## config.mk

```make
export PLATFORM = sky130hd
export DESIGN_NAME = i2c_adc_target
export DESIGN_NICKNAME = d
export VERILOG_FILES = /design/src/rtl/i2c_adc_target.sv
export SDC_FILE = /design/constraint.sdc
export NUM_CORES = 1
export LEC_CHECK = 0
export ABC_AREA = 1
export BUFFER_PORTS_ARGS = -buffer_cell sky130_fd_sc_hd__buf_2
export CAP_MARGIN = 20
export CORE_ASPECT_RATIO = 1.75
export CORE_UTILIZATION = 35
export DETAILED_ROUTE_END_ITERATION = 8
export GPL_TIMING_DRIVEN = 0
export HOLD_SLACK_MARGIN = 0.1
export PLACE_DENSITY = 0.61
export SLEW_MARGIN = 5
export SYNTH_ARGS = -nofsm -noshare
export SYNTH_HDL_FRONTEND = slang
export SYNTH_SLANG_ARGS = --single-unit
```

## constraint.sdc

```tcl
create_clock -name i_Clk -period 2.1 [get_ports i_Clk]
set_input_delay 0.105 -clock i_Clk [delete_from_list [all_inputs] [get_ports i_Clk]]
set_output_delay 0.105 -clock i_Clk [all_outputs]
set_load 0.02 [all_outputs]
```

## src/rtl/i2c_adc_target.sv

```systemverilog
// i2c_adc_target: I2C target serving a 16-bit conversion value (pointer 0)
// and a 16-bit config register (pointer 1); pointers 2/3 read as zero.
// Optional build macro: I2C_TGT_FILTER_EN adds a 3-sample glitch filter
// after each pad synchronizer. Without it, the synchronizer outputs are used
// directly.
module i2c_adc_target #(
  parameter logic [6:0]  ADDR    = 7'h48,
  parameter logic [15:0] CFG_RST = 16'h8583
) (
  input  logic        i_Clk,
  input  logic        rst,
  input  logic        i_scl,
  input  logic        i_sda,
  output logic        o_sda_oe,
  input  logic [15:0] i_conv,
  output logic [15:0] o_config,
  output logic        o_config_wr,
  output logic        o_rd_strobe,
  output logic        o_busy
);

  localparam logic [2:0] S_IDLE      = 3'd0;
  localparam logic [2:0] S_ADDR      = 3'd1;
  localparam logic [2:0] S_ADDR_ACK  = 3'd2;
  localparam logic [2:0] S_WR_BYTE   = 3'd3;
  localparam logic [2:0] S_WR_ACK    = 3'd4;
  localparam logic [2:0] S_RD_BYTE   = 3'd5;
  localparam logic [2:0] S_RD_ACK    = 3'd6;
  localparam logic [2:0] S_WAIT_STOP = 3'd7;

  // Bit 1 carries SCL, bit 0 carries SDA through the input conditioning.
  logic [1:0] w_pad;
  logic [1:0] w_line;
  assign w_pad = {i_scl, i_sda};

  genvar gi;
  generate
    for (gi = 0; gi < 2; gi++) begin : g_line
      logic r_meta;
      logic r_sync;

      // Two-flop synchronizer; idles high like an undriven bus line.
      always_ff @(posedge i_Clk) begin
        if (rst) begin
          r_meta <= 1'b1;
          r_sync <= 1'b1;
        end else begin
          r_meta <= w_pad[gi];
          r_sync <= r_meta;
        end
      end

`ifdef I2C_TGT_FILTER_EN
      logic [1:0] r_hist;
      logic       r_hold;
      logic       w_agree;
      logic       w_filt;

      // Output follows the line only once three consecutive samples agree.
      assign w_agree = (r_sync == r_hist[0]) && (r_hist[0] == r_hist[1]);
      assign w_filt  = w_agree ? r_sync : r_hold;

      // Sample history and last agreed value.
      always_ff @(posedge i_Clk) begin
        if (rst) begin
          r_hist <= 2'b11;
          r_hold <= 1'b1;
        end else begin
          r_hist <= {r_hist[0], r_sync};
          r_hold <= w_filt;
        end
      end

      assign w_line[gi] = w_filt;
`else
      assign w_line[gi] = r_sync;
`endif
    end
  endgenerate

  logic w_scl;
  logic w_sda;
  assign w_scl = w_line[1];
  assign w_sda = w_line[0];

  logic r_scl_prev;
  logic r_sda_prev;

  // Previous conditioned levels for edge and START/STOP detection.
  always_ff @(posedge i_Clk) begin
    if (rst) begin
      r_scl_prev <= 1'b1;
      r_sda_prev <= 1'b1;
    end else begin
      r_scl_prev <= w_scl;
      r_sda_prev <= w_sda;
    end
  end

  logic w_scl_rise;
  logic w_scl_fall;
  logic w_start;
  logic w_stop;
  assign w_scl_rise = w_scl & ~r_scl_prev;
  assign w_scl_fall = ~w_scl & r_scl_prev;
  // SDA may only move with SCL high when the master signals START or STOP.
  assign w_start    = w_scl & r_scl_prev & r_sda_prev & ~w_sda;
  assign w_stop     = w_scl & r_scl_prev & ~r_sda_prev & w_sda;

  logic [2:0]  r_state;
  logic [3:0]  r_bit_cnt;
  logic [7:0]  r_rx_shift;
  logic [7:0]  r_tx_shift;
  logic [1:0]  r_wr_idx;
  logic [1:0]  r_ptr;
  logic [7:0]  r_data_msb;
  logic [15:0] r_config;
  logic [15:0] r_shadow;
  logic        r_rw;
  logic        r_hilo;
  logic        r_mack;
  logic        r_sda_oe;
  logic        r_config_wr;
  logic        r_rd_strobe;
  logic        r_busy;

  logic [15:0] w_sel;
  logic [7:0]  w_tx_byte;

  // Register selected by the pointer for reads.
  always_comb begin
    case (r_ptr)
      2'd0:    w_sel = r_shadow;
      2'd1:    w_sel = r_config;
      default: w_sel = 16'h0000;
    endcase
  end

  // r_hilo set means the next byte sent is the LSB.
  assign w_tx_byte = r_hilo ? w_sel[7:0] : w_sel[15:8];

  // Protocol state machine; START/STOP take precedence over SCL edges.
  always_ff @(posedge i_Clk) begin
    if (rst) begin
      r_state     <= S_IDLE;
      r_bit_cnt   <= 4'd0;
      r_rx_shift  <= 8'h00;
      r_tx_shift  <= 8'h00;
      r_wr_idx    <= 2'd0;
      r_ptr       <= 2'd0;
      r_data_msb  <= 8'h00;
      r_config    <= CFG_RST;
      r_shadow    <= 16'h0000;
      r_rw        <= 1'b0;
      r_hilo      <= 1'b0;
      r_mack      <= 1'b1;
      r_sda_oe    <= 1'b0;
      r_config_wr <= 1'b0;
      r_rd_strobe <= 1'b0;
      r_busy      <= 1'b0;
    end else begin
      r_config_wr <= 1'b0;
      r_rd_strobe <= 1'b0;
      if (w_start) begin
        r_state   <= S_ADDR;
        r_bit_cnt <= 4'd0;
        r_wr_idx  <= 2'd0;
        r_sda_oe  <= 1'b0;
        r_busy    <= 1'b1;
      end else if (w_stop) begin
        if (r_state != S_IDLE) begin
          r_state  <= S_IDLE;
          r_sda_oe <= 1'b0;
          r_busy   <= 1'b0;
        end
      end else begin
        case (r_state)
          S_ADDR, S_WR_BYTE: begin
            if (w_scl_rise && (r_bit_cnt != 4'd8)) begin
              r_rx_shift <= {r_rx_shift[6:0], w_sda};
              r_bit_cnt  <= r_bit_cnt + 4'd1;
            end else if (w_scl_fall && (r_bit_cnt == 4'd8)) begin
              if (r_state == S_ADDR) begin
                r_rw <= r_rx_shift[0];
                if (r_rx_shift[7:1] == ADDR) begin
                  r_state  <= S_ADDR_ACK;
                  r_sda_oe <= 1'b1;
                  if (r_rx_shift[0]) begin
                    // Freeze the conversion so MSB and LSB are coherent.
                    r_shadow    <= i_conv;
                    r_rd_strobe <= (r_ptr == 2'd0);
                  end
                end else begin
                  r_state  <= S_WAIT_STOP;
                  r_sda_oe <= 1'b0;
                  r_busy   <= 1'b0;
                end
              end else begin
                r_state  <= S_WR_ACK;
                r_sda_oe <= 1'b1;
                case (r_wr_idx)
                  2'd0: r_ptr      <= r_rx_shift[1:0];
                  2'd1: r_data_msb <= r_rx_shift;
                  2'd2: begin
                    if (r_ptr == 2'd1) begin
                      r_config    <= {r_data_msb, r_rx_shift};
                      r_config_wr <= 1'b1;
                    end
                  end
                  default: ;
                endcase
                if (r_wr_idx != 2'd3) begin
                  r_wr_idx <= r_wr_idx + 2'd1;
                end
              end
            end
          end
          S_ADDR_ACK, S_WR_ACK: begin
            if (w_scl_fall) begin
              if ((r_state == S_ADDR_ACK) && r_rw) begin
                r_state    <= S_RD_BYTE;
                r_tx_shift <= w_sel[15:8];
                r_sda_oe   <= ~w_sel[15];
                r_bit_cnt  <= 4'd1;
                r_hilo     <= 1'b1;
              end else begin
                r_state   <= S_WR_BYTE;
                r_sda_oe  <= 1'b0;
                r_bit_cnt <= 4'd0;
              end
            end
          end
          S_RD_BYTE: begin
            if (w_scl_fall) begin
              if (r_bit_cnt == 4'd8) begin
                r_state  <= S_RD_ACK;
                r_sda_oe <= 1'b0;
              end else begin
                r_sda_oe   <= ~r_tx_shift[6];
                r_tx_shift <= {r_tx_shift[6:0], 1'b0};
                r_bit_cnt  <= r_bit_cnt + 4'd1;
              end
            end
          end
          S_RD_ACK: begin
            if (w_scl_rise) begin
              r_mack <= w_sda;
            end else if (w_scl_fall) begin
              if (!r_mack) begin
                r_state    <= S_RD_BYTE;
                r_tx_shift <= w_tx_byte;
                r_sda_oe   <= ~w_tx_byte[7];
                r_bit_cnt  <= 4'd1;
                r_hilo     <= ~r_hilo;
              end else begin
                r_state  <= S_WAIT_STOP;
                r_sda_oe <= 1'b0;
                r_busy   <= 1'b0;
              end
            end
          end
          default: begin
            r_sda_oe <= 1'b0;
          end
        endcase
      end
    end
  end

  assign o_sda_oe    = r_sda_oe;
  assign o_config    = r_config;
  assign o_config_wr = r_config_wr;
  assign o_rd_strobe = r_rd_strobe;
  assign o_busy      = r_busy;

endmodule
```

======== Word level (Yosys, flattened, before mapping) ========
Index checks and enable logic that the tools add are counted.
word-level totals
  memory bits (read-only) ................. 0
  bits in latches ......................... 0
  memories kept ........................... 0
  input port bits ......................... 20
  memory bits (writable) .................. 0
  output and inout port bits .............. 20
  register bits ........................... 79
cells by class
  add/subtract/negate cells ............... 2
  shifts and indexed selects .............. 0
  equal/unequal tests ..................... 40
  bitwise gates (word level) .............. 24
  $lt $le $gt $ge ......................... 0
  multiplexer cells ....................... 65
  $mul .................................... 0
  divide/modulo/power cells ............... 0
  reductions and logical operators ........ 32
operators with widths
  kind                                   count
  2-to-1 mux 7 bit                       7
  != test 4 bit (second input constant)  11
  2-to-1 mux 3 bit                       12
  AND reduction 9 bit                    4
  case mux 16 bit (2 select lines)       1
  2-to-1 mux 1 bit                       30
  2-to-1 mux 4 bit                       7
  AND reduction 8 bit                    3
  != test 3 bit (second input constant)  7
  case mux 7 bit (3 select lines)        1
  AND reduction 7 bit                    3
  != test 2 bit (second input constant)  9
  NOT 1 bit                              17
  case mux 4 bit (4 select lines)        1
  case mux 3 bit (4 select lines)        1
  AND reduction 6 bit                    2
  AND reduction 10 bit                   1
  == test 3 bit (second input constant)  3
  OR reduction 9 bit                     1
  2-to-1 mux 8 bit                       1
  AND reduction 4 bit                    2
  nonzero test 4 bit                     2
  OR reduction 8 bit                     1
  AND 1 bit                              7
  other kinds (20)                       29

======== Logic depth before layout (Yosys ltp) ========
Gate-level depths: netlist of run 1.
  word-level depth ........................ 9
  gate-level depth with buffers ........... 12
  gate-level depth less buffers ........... 12

======== Worst setup path after synthesis of run 1 ========
OpenSTA, ideal clock, no wires.
  kind .................................... reg-to-reg
  start point ............................. register r_bit_cnt[0]
  end point ............................... register r_data_msb[6]
  cell stages (with the launch flop) ...... 11
  path buffers ............................ 1
  slack ................................... 432 ps
  library setup time ...................... 119 ps
  data required time ...................... 1981 ps
  arrival time ............................ 1549 ps
  cell sequence ........................... dfxtp_1 > inv_1 > ha_1 > nand3_1 > nor2_1 > nand2_4 > nor2_8 > nand2_2 > buf_2 > o21ai_0 > a21oi_1
between the ends
  word-level cells in the longest chain between the ends .. 4
RTL lines
  what                               RTL line  source
  start, declared                    111       logic [3:0] r_bit_cnt;
  start signal, assigned             181       r_bit_cnt <= r_bit_cnt + 4'd1;
  start signal, assigned             241       r_bit_cnt <= r_bit_cnt + 4'd1;
  != test 4 bit                      179       if (w_scl_rise && (r_bit_cnt != 4'd8)) begin
  logical AND 1 bit                  179
  NOT 1 bit (no line)                n/a
  AND reduction 7 bit (no line) (*)  n/a
  end signal, assigned               203       2'd1: r_data_msb <= r_rx_shift;
  end, declared                      116       logic [7:0] r_data_msb;
Mark *: on every way between the ends. The rest lies on a longest branch, timed or not.
A chain may end at the register's enable or synchronous reset.

======== Worst setup path in the final report of run 1 ========
Ends and elaborated chain as after synthesis.

==> flow_metrics.tcl, run 1 <==
set metrics [dict create \
    status "complete, no violations" \
    maxCapViolations 0 \
    hp-class "input pin to register" \
    critPathCaptureType "register" \
    drt_pass1_iterations 4 \
    finish.utilization 0.440 \
    synth_warnings 0 \
    place_ws_ns -0.164 \
    switching_share 0.316 \
    pin_count 40 \
    htree_num_levels 3 \
    min_period_ns 1.97 \
    wl_um 11000 \
    grt_pass1_wl_um 17200 \
    diodes 0 \
    grt_pass1_vias 3501 \
    setup_ws_ns 0.132 \
    seqPwrFrac 0.405 \
    gp_congestion 0.924 \
    num-nets-final 635 \
    max_freq_mhz 508 \
    post_cts_buffers 0 \
    syn_area_um2 3830 \
    layout_common_cells "nand2_1 (124), dfxtp_1 (79), inv_1 (66)" \
    ant_nets 0 \
    path_clk_slew_ns 0.06 \
    dp_hpwl_um 8310 \
    postSynthCellCount 542 \
    vias_per_cell 4.95 \
    worstPathMaxFanout 10 \
    drive_gt1_frac 0.150 \
    cts_made_buffers 9 \
    initial_core_util 0.358 \
    final-hold-violation-count 0 \
    p_int_mw 2.78 \
    die_x_um 81.1 \
    grtUsageTotal 0.203 \
    switchingPower_mw 1.29 \
    yosysUniqueCellTypes 36 \
    cp.required_ns 2.33 \
    grt_setup_unrepaired "yes" \
    cts.path.max_buffers 2 \
    p_clk_frac 0.391 \
    cts_sinks 79 \
    clk_root_buffer_cell "clkbuf_16" \
    period_share 0.937 \
    worst_pin_slew_ns 0.658 \
    vias 3681 \
    cp-start-kind "register" \
    p_leak_nw 2.16 \
    finalClockSkew_ns 0.00583 \
    critPathArrivalTime_ns 2.20 \
    power_density_nw_per_um2 866 \
    slew_headroom 0.560 \
    antenna_found_initial 0 \
    clock_latency_ns 0.34 \
    drt_iter0_drc 164 \
    ys_seq_area_frac 0.412 \
    cts_tree "done" \
    setup_violations 0 \
    drc 0 \
    ys_ff_latch 79 \
    crit_type "register to register" \
    power_mw 4.07 \
    grt_overflow 0 \
    wl_per_cell_um 14.8 \
    slew_violations 0 \
    die_area_um2 11400 \
    core-area_um2 10700 \
    grt_start_max_net_pins 16 \
    area_growth_pct 22.6 \
    pwr-share-comb 0.205 \
    layout_commonest_cell "nand2_1" \
    port_buffers 38 \
    die_y_um 140 \
    peakVddDrop_uv 411 \
    rows 50 \
    synth_nets 568 \
    avgSynthCellArea_um2 7.08 \
]
registers in the layout (all words and copies together), names as in the netlist, 3 cells and up:
name	flops
r_bit_cnt	4
r_data_msb	8
r_rx_shift	8
r_tx_shift	7
r_shadow	16
o_config	16
r_state	3
metal layers:
layer  part of all wire  GRT usage
met3              0.023     0.0358
met4              0.044      0.124
met2               0.52      0.360
met5                  0          0
met1               0.41      0.213
cell usage after synthesis, drive strengths merged:
cell type,count,area (µm²)
nor4,1,6.26
buf,9,63.8
nand2,130,505
nand3,33,200
o21a,10,75.1
inv,72,270
nand4,1,6.26
nand3b,1,11.3
o211ai,5,37.5
a21oi,55,275
dfxtp,79,1580
o22ai,2,12.5
or2,4,25.0
clkbuf,10,37.5
nor3,7,56.3
o21ai,50,250
a22o,3,26.3
xor2,2,17.5
ha,6,75.1
a22oi,6,45.0
nor2,55,249
o31ai,1,7.51
power groups by stage:
stage          clock, mW  combinational (mW)  sequential (mW)
2_1_floorplan          0               0.603             1.67
3_3_place_gp           0               0.789             1.67
3_5_place_dp           0               0.796             1.68
4_1_cts             1.63               0.824             1.64
5_1_grt             1.70               0.943             1.66
6_report            1.59               0.833             1.65
path summary, 6_finish.rpt:
kind | to | cells past startpoint | from | slack (ns)
worst max-delay path | r_data_msb[6] | 10 | r_bit_cnt[0] | 0.13
worst min-delay path | g_line[0].r_sync | 2 | rst | 0.21
worst max register to register | r_data_msb[6] | 10 | r_bit_cnt[0] | 0.13
worst min register to register | g_line[0].r_sync | 1 | g_line[0].r_meta | 0.41
timing repair:
item	4_1_cts	5_1_grt
endpoints found under the setup margin	13	31
pin swaps	2	0
hold endpoints to repair	18	0
hold buffers	18	0
gates resized for setup	2	6
cloned	0	0
cells by family (layout without fill, tap and decap cells):
kind of cell	count (synthesis)	in the layout	share of synthesized area
flops	79	79	0.412
fa+ha+maj	6	6	0.0196
simple gates	232	232	0.276
buf+inv	91	163	0.0969
compound gates	132	132	0.190
xor+xnor	2	2	0.00457
final cells by class:
class / count / area [µm²]
plain buffers: 19 / 101
clock buffers: 9 / 225
clock inverters: 7 / 77.6
fillers: 1098 / 6000
inverters: 72 / 270
multi-input cells: 372 / 1910
flip-flops and latches: 79 / 1580
well taps: 130 / 163
repair buffers: 56 / 370
worst max-delay path: stages (launching register included):
cell and delay (ns):
dfxtp_1 0.34, inv_1 0.09, ha_1 0.17, nand3_1 0.25
nor2_4 0.23, nand2_4 0.10, nor2_8 0.14, nand2_2 0.11
buf_2 0.20, o21ai_0 0.17, a21oi_1 0.05
through the flow:
stage	TNS (ns)	area [µm²]	cells	hold slack, ns
floorplan	0	3830	542	0.209
global placement	-1.58	4190	710	0.289
detailed placement	-1.57	4190	710	0.291
CTS	0	4680	744	0.220
global route	-0.0185	4700	744	0.242
finish	0	4700	744	0.211
Power figures use the tool's default switching activity.
==> inputs of run 2 (changes only) <==
--- a/config.mk
+++ b/config.mk
@@ -14,5 +14,6 @@
 export GPL_TIMING_DRIVEN = 0
 export HOLD_SLACK_MARGIN = 0.1
-export PLACE_DENSITY = 0.61
+export PLACE_DENSITY = 0.5
+export RECOVER_POWER = 50
 export SLEW_MARGIN = 5
 export SYNTH_ARGS = -nofsm -noshare
==> constraint.sdc (replaced) <==
create_clock -name i_Clk -period 2.1 [get_ports i_Clk]
set_input_delay 0.105 -clock i_Clk [delete_from_list [all_inputs] [get_ports i_Clk]]
set_output_delay 0.105 -clock i_Clk [all_outputs]
set_load 0.005 [all_outputs]
==> run 2 against run 1 <==
Against the previous run: maximum frequency decreased by 1.9%; worst setup slack got worse by 0.039 ns; sequential share of layout area increased by 0.21 points; sequential cell count unchanged; clock skew increased by 0.00080 ns; critical path type unchanged.
==> flow_metrics.tcl, run 2 (synthesized netlist as in run 1, its figures left out) <==
set metrics [dict create \
    status "complete, no violations" \
    p_leak_nw 2.12 \
    maxCapViolations 0 \
    period_share 0.956 \
    antenna_found_initial 0 \
    worst_pin_slew_ns 0.675 \
    layout_commonest_cell "nand2_1" \
    vias_per_cell 4.97 \
    ant_nets 0 \
    drive_gt1_frac 0.132 \
    cts_made_buffers 9 \
    reg2reg_slack_ns 0.09 \
    clock_latency_ns 0.35 \
    endpoint "r_data_msb[6]" \
    cts_tree "done" \
    final_cell_count_no_fill 745 \
    grt_pass1_wl_um 18100 \
    peakVddDrop_uv 620 \
    r2r_cells 10 \
    grt_start_max_net_pins 15 \
    max_freq_mhz 498 \
    grt_setup_unrepaired "yes" \
    grt_pass1_vias 3551 \
    cp.required_ns 2.33 \
    final-hold-violation-count 0 \
    initial_core_util 0.358 \
    critPathCaptureType "register" \
    drt_pass1_iterations 6 \
    vias 3706 \
    pin_count 40 \
    port_buffers 38 \
    finish.utilization 0.437 \
    cp-start-kind "register" \
    register_area_um2 1580 \
    die_area_um2 11400 \
    drt_iter0_drc 192 \
    critPathArrivalTime_ns 2.24 \
    cts.path.max_buffers 2 \
    r2r-start "r_bit_cnt[0]" \
    r2r-end "r_data_msb[6]" \
    diodes 0 \
    rows 50 \
    cp-startpoint "r_bit_cnt[0]" \
    wl_um 11400 \
    slew_violations 0 \
    min_period_ns 2.01 \
    grtUsageTotal 0.218 \
    path_clk_slew_ns 0.07 \
    dp.cells 710 \
    setup_violations 0 \
    hp-class "input pin to register" \
    power_density_nw_per_um2 869 \
    worstPathMaxFanout 10 \
    slew_headroom 0.547 \
    die_x_um 81.1 \
    layout_common_cells "nand2_1 (125), dfxtp_1 (79), inv_1 (67)" \
    gp_congestion 0.940 \
    wl_per_cell_um 15.4 \
    htree_num_levels 3 \
    die_y_um 140 \
    num-nets-final 636 \
    grt_overflow 0 \
    drc 0 \
    finalClockSkew_ns 0.00663 \
    area_growth_pct 21.9 \
    clk_root_buffer_cell "clkbuf_16" \
    cts_sinks 79 \
    place_ws_ns -0.0623 \
    setup_tns_ns 0 \
    multi_input_area_um2 1900 \
    core-area_um2 10700 \
    dp_hpwl_um 8680 \
    crit_type "register to register" \
    num-fill-cells 1158 \
    setup_ws_ns 0.0929 \
]
run 2: cell count changes in the layout (fill, tap and decap cells not counted), sizes merged:
cell | previous run | this run
buf | 47 | 36
clkbuf | 19 | 32
inv | 75 | 74
clkinvlp | 1 | 2
clkinv | 2 | 1
run 2: metrics by stage:
stage	hold WS (ns)	power (mW)	cell area, µm²
4_1_cts	0.241	4.09	4670
3_5_place_dp	0.295	2.47	4190
2_1_floorplan	0.209	2.26	3830
6_report	0.232	4.06	4670
5_1_grt	0.251	4.28	4670
3_3_place_gp	0.294	2.46	4190
run 2: critical path, cell delays in order (launching register included):
cell and delay (ns):
dfxtp_1 0.34, inv_1 0.08, ha_1 0.16, nand3_1 0.26, nor2_4 0.22, nand2_4 0.09, nor2_8 0.14, nand2_2 0.12
clkbuf_2 0.22, o21ai_0 0.20, a21oi_1 0.05
run 2: area by class of cell:
class | count | area share
clock buffers | 10 | 0.0490
plain buffers | 19 | 0.0203
multi-input cells | 372 | 0.407
well taps | 130 | 0.0348
clock inverters | 6 | 0.0145
repair buffers | 57 | 0.0784
inverters | 72 | 0.0578
flip-flops and latches | 79 | 0.338
run 2: worst min-delay path by stage:
stage / start / end / cells after the start
final: rst / g_line[1].r_meta / 2
after global placement: i_sda / g_line[0].r_meta / 2
after floorplan: i_sda / g_line[0].r_meta / 1
after global routing: rst / g_line[0].r_sync / 2
after detailed placement: i_scl / g_line[1].r_meta / 2
after CTS: rst / g_line[1].r_meta / 2
run 2: layer usage:
metal | share of wire | wire length, µm | vias up | global-route usage
li1 | - | - | 1893 | -
met1 | 0.39 | 4470 | 1686 | 0.233
met2 | 0.54 | 6160 | 99 | 0.390
met3 | 0.033 | 378 | 28 | 0.0430
met4 | 0.038 | 439 | 0 | 0.112
met5 | 0 | 0 | - | 0
run 2: repair_timing:
action | in CTS | in global routing
setup buffers | 0 | 1
gates resized for setup | 1 | 4
hold endpoints to repair | 18 | 0
gates cloned | 0 | 0
endpoints found under the setup margin | 10 | 42
hold buffers | 18 | 0
run 2: power breakdown:
group / internal (mW) / switching, mW / total (mW)
clock: 0.928 / 0.666 / 1.59
sequential: 1.57 / 0.0745 / 1.65
combinational: 0.278 / 0.542 / 0.820
total: 2.78 / 1.28 / 4.06
==> inputs of run 3 (changes only) <==
- clock period: 2.1 -> 2.45 ns (I/O delays scaled with it)
==> run 3 against run 2 <==
Against the previous run: global-route usage about the same; clock power is 14% lower; critical path type unchanged; largest cell class unchanged; final area down 0.72%; count of clock-buffer cells in the layout stayed put; combinational power decreased by 14%; worst setup slack improved by 0.20 ns.
==> flow_metrics.tcl, run 3 (synthesized netlist as in run 1, its figures left out) <==
set metrics [dict create \
    holdWs_ns 0.251 \
    worstPathMaxFanout 10 \
    reg2reg_slack_ns 0.30 \
    endpoint "r_shadow[5]" \
    drt_pass1_iterations 5 \
    setup_violations 0 \
    rows 50 \
    slew_headroom 0.573 \
    cp-startpoint "r_bit_cnt[0]" \
    status "complete, no violations" \
    drive_gt1_frac 0.121 \
    wl_per_cell_um 15.4 \
    cts_tree "done" \
    r2r-end "r_shadow[5]" \
    max_freq_mhz 465 \
    htree_num_levels 3 \
    cts_sinks 79 \
    gp_congestion 0.940 \
    cp-start-kind "register" \
    finalClockSkew_ns 0.00668 \
    vias 3693 \
    cts_made_buffers 9 \
    dp_hpwl_um 8680 \
    port_buffers 38 \
    period_share 0.879 \
    final-hold-violation-count 0 \
    crit_type "register to register" \
    drt_iter0_drc 163 \
    power_density_nw_per_um2 749 \
    layout_commonest_cell "nand2_1" \
    hp-class "input pin to register" \
    worstHoldStart "rst" \
    peakVddDrop_uv 529 \
    pin_count 40 \
    p_leak_nw 2.09 \
    layout_common_cells "nand2_1 (125), dfxtp_1 (79), inv_1 (67)" \
    ant_nets 0 \
    antenna_found_initial 0 \
    diodes 0 \
    r2r_cells 8 \
    critPathArrivalTime_ns 2.38 \
    drc 0 \
    area_growth_pct 21.0 \
    grt_pass1_vias 3549 \
    num-fill-cells 1165 \
    power_mw 3.47 \
    grt_overflow 0 \
    post_cts_buffers 0 \
    grt_pass1_wl_um 18100 \
    min_period_ns 2.15 \
    die_x_um 81.1 \
    clk_root_buffer_cell "clkbuf_16" \
    die_y_um 140 \
    core-area_um2 10700 \
    wl_um 11400 \
    grt_setup_unrepaired "no" \
    ctsResizeCount 0 \
    initial_core_util 0.358 \
    num-nets-final 635 \
    cp.required_ns 2.68 \
    critPathCaptureType "register" \
    worst_pin_slew_ns 0.639 \
    setup_tns_ns 0 \
    die_area_um2 11400 \
    grt_start_max_net_pins 15 \
    maxCapViolations 0 \
    grtUsageTotal 0.217 \
    vias_per_cell 4.96 \
    cts.path.max_buffers 2 \
    clock_latency_ns 0.34 \
    finish.utilization 0.434 \
    slew_violations 0 \
    r2r-start "r_bit_cnt[0]" \
    path_clk_slew_ns 0.06 \
]
run 3: cell count changes in the layout (fill, tap and decap cells not counted), sizes merged:
cell    delta
clkbuf     -1
run 3: area by class of cell:
class,instances,area [µm²],area share
well taps,130,163,0.0351
multi-input cells,372,1880,0.405
inverters,72,270,0.0583
clock buffers,10,229,0.0494
plain buffers,19,92.6,0.0200
flip-flops and latches,79,1580,0.341
clock inverters,6,67.6,0.0146
repair buffers,56,359,0.0774
run 3: per-layer routing:
metal / vias to the layer above / track usage / part of all wire
met2: 86 / 0.390 / 0.54
li1: 1884 / - / -
met1: 1695 / 0.232 / 0.39
met5: - / 0 / 0
met4: 0 / 0.112 / 0.038
met3: 28 / 0.0430 / 0.031
run 3: stage by stage:
step	cell area (µm²)	std cells	worst slack (ns)
2_1_floorplan	3830	542	0.782
3_3_place_gp	4190	710	0.344
3_5_place_dp	4190	710	0.288
4_1_cts	4660	744	0.264
5_1_grt	4640	744	0.117
6_report	4640	744	0.297
run 3: worst min path at each step:
stage / to / depth (start not counted) / slack [ns]
6_report: g_line[1].r_meta / 2 / 0.25
5_1_grt: g_line[0].r_sync / 2 / 0.27
3_5_place_dp: g_line[1].r_meta / 2 / 0.31
4_1_cts: g_line[1].r_meta / 2 / 0.26
3_3_place_gp: g_line[0].r_meta / 2 / 0.31
2_1_floorplan: g_line[0].r_meta / 1 / 0.23
run 3: critical path, cell delays in order (launching register included):
cell     delay, ns
dfxtp_1       0.34
inv_1         0.08
ha_1          0.16
nand2_1       0.05
nor2_1        0.30
nand2_1       0.25
nor3_2        0.50
buf_4         0.26
a21oi_1       0.08
run 3: power breakdown:
part	leakage, nW	switching [mW]	total, mW	internal, mW
logic	1.31	0.464	0.702	0.238
clock network	0.139	0.567	1.36	0.795
registers	0.639	0.0633	1.41	1.35
total	2.09	1.09	3.47	2.38
run 3: what timing repair did:
item                                    4_1_cts  5_1_grt
hold buffers                                 18        0
endpoints found under the setup margin        0        0
hold endpoints to repair                     18        0
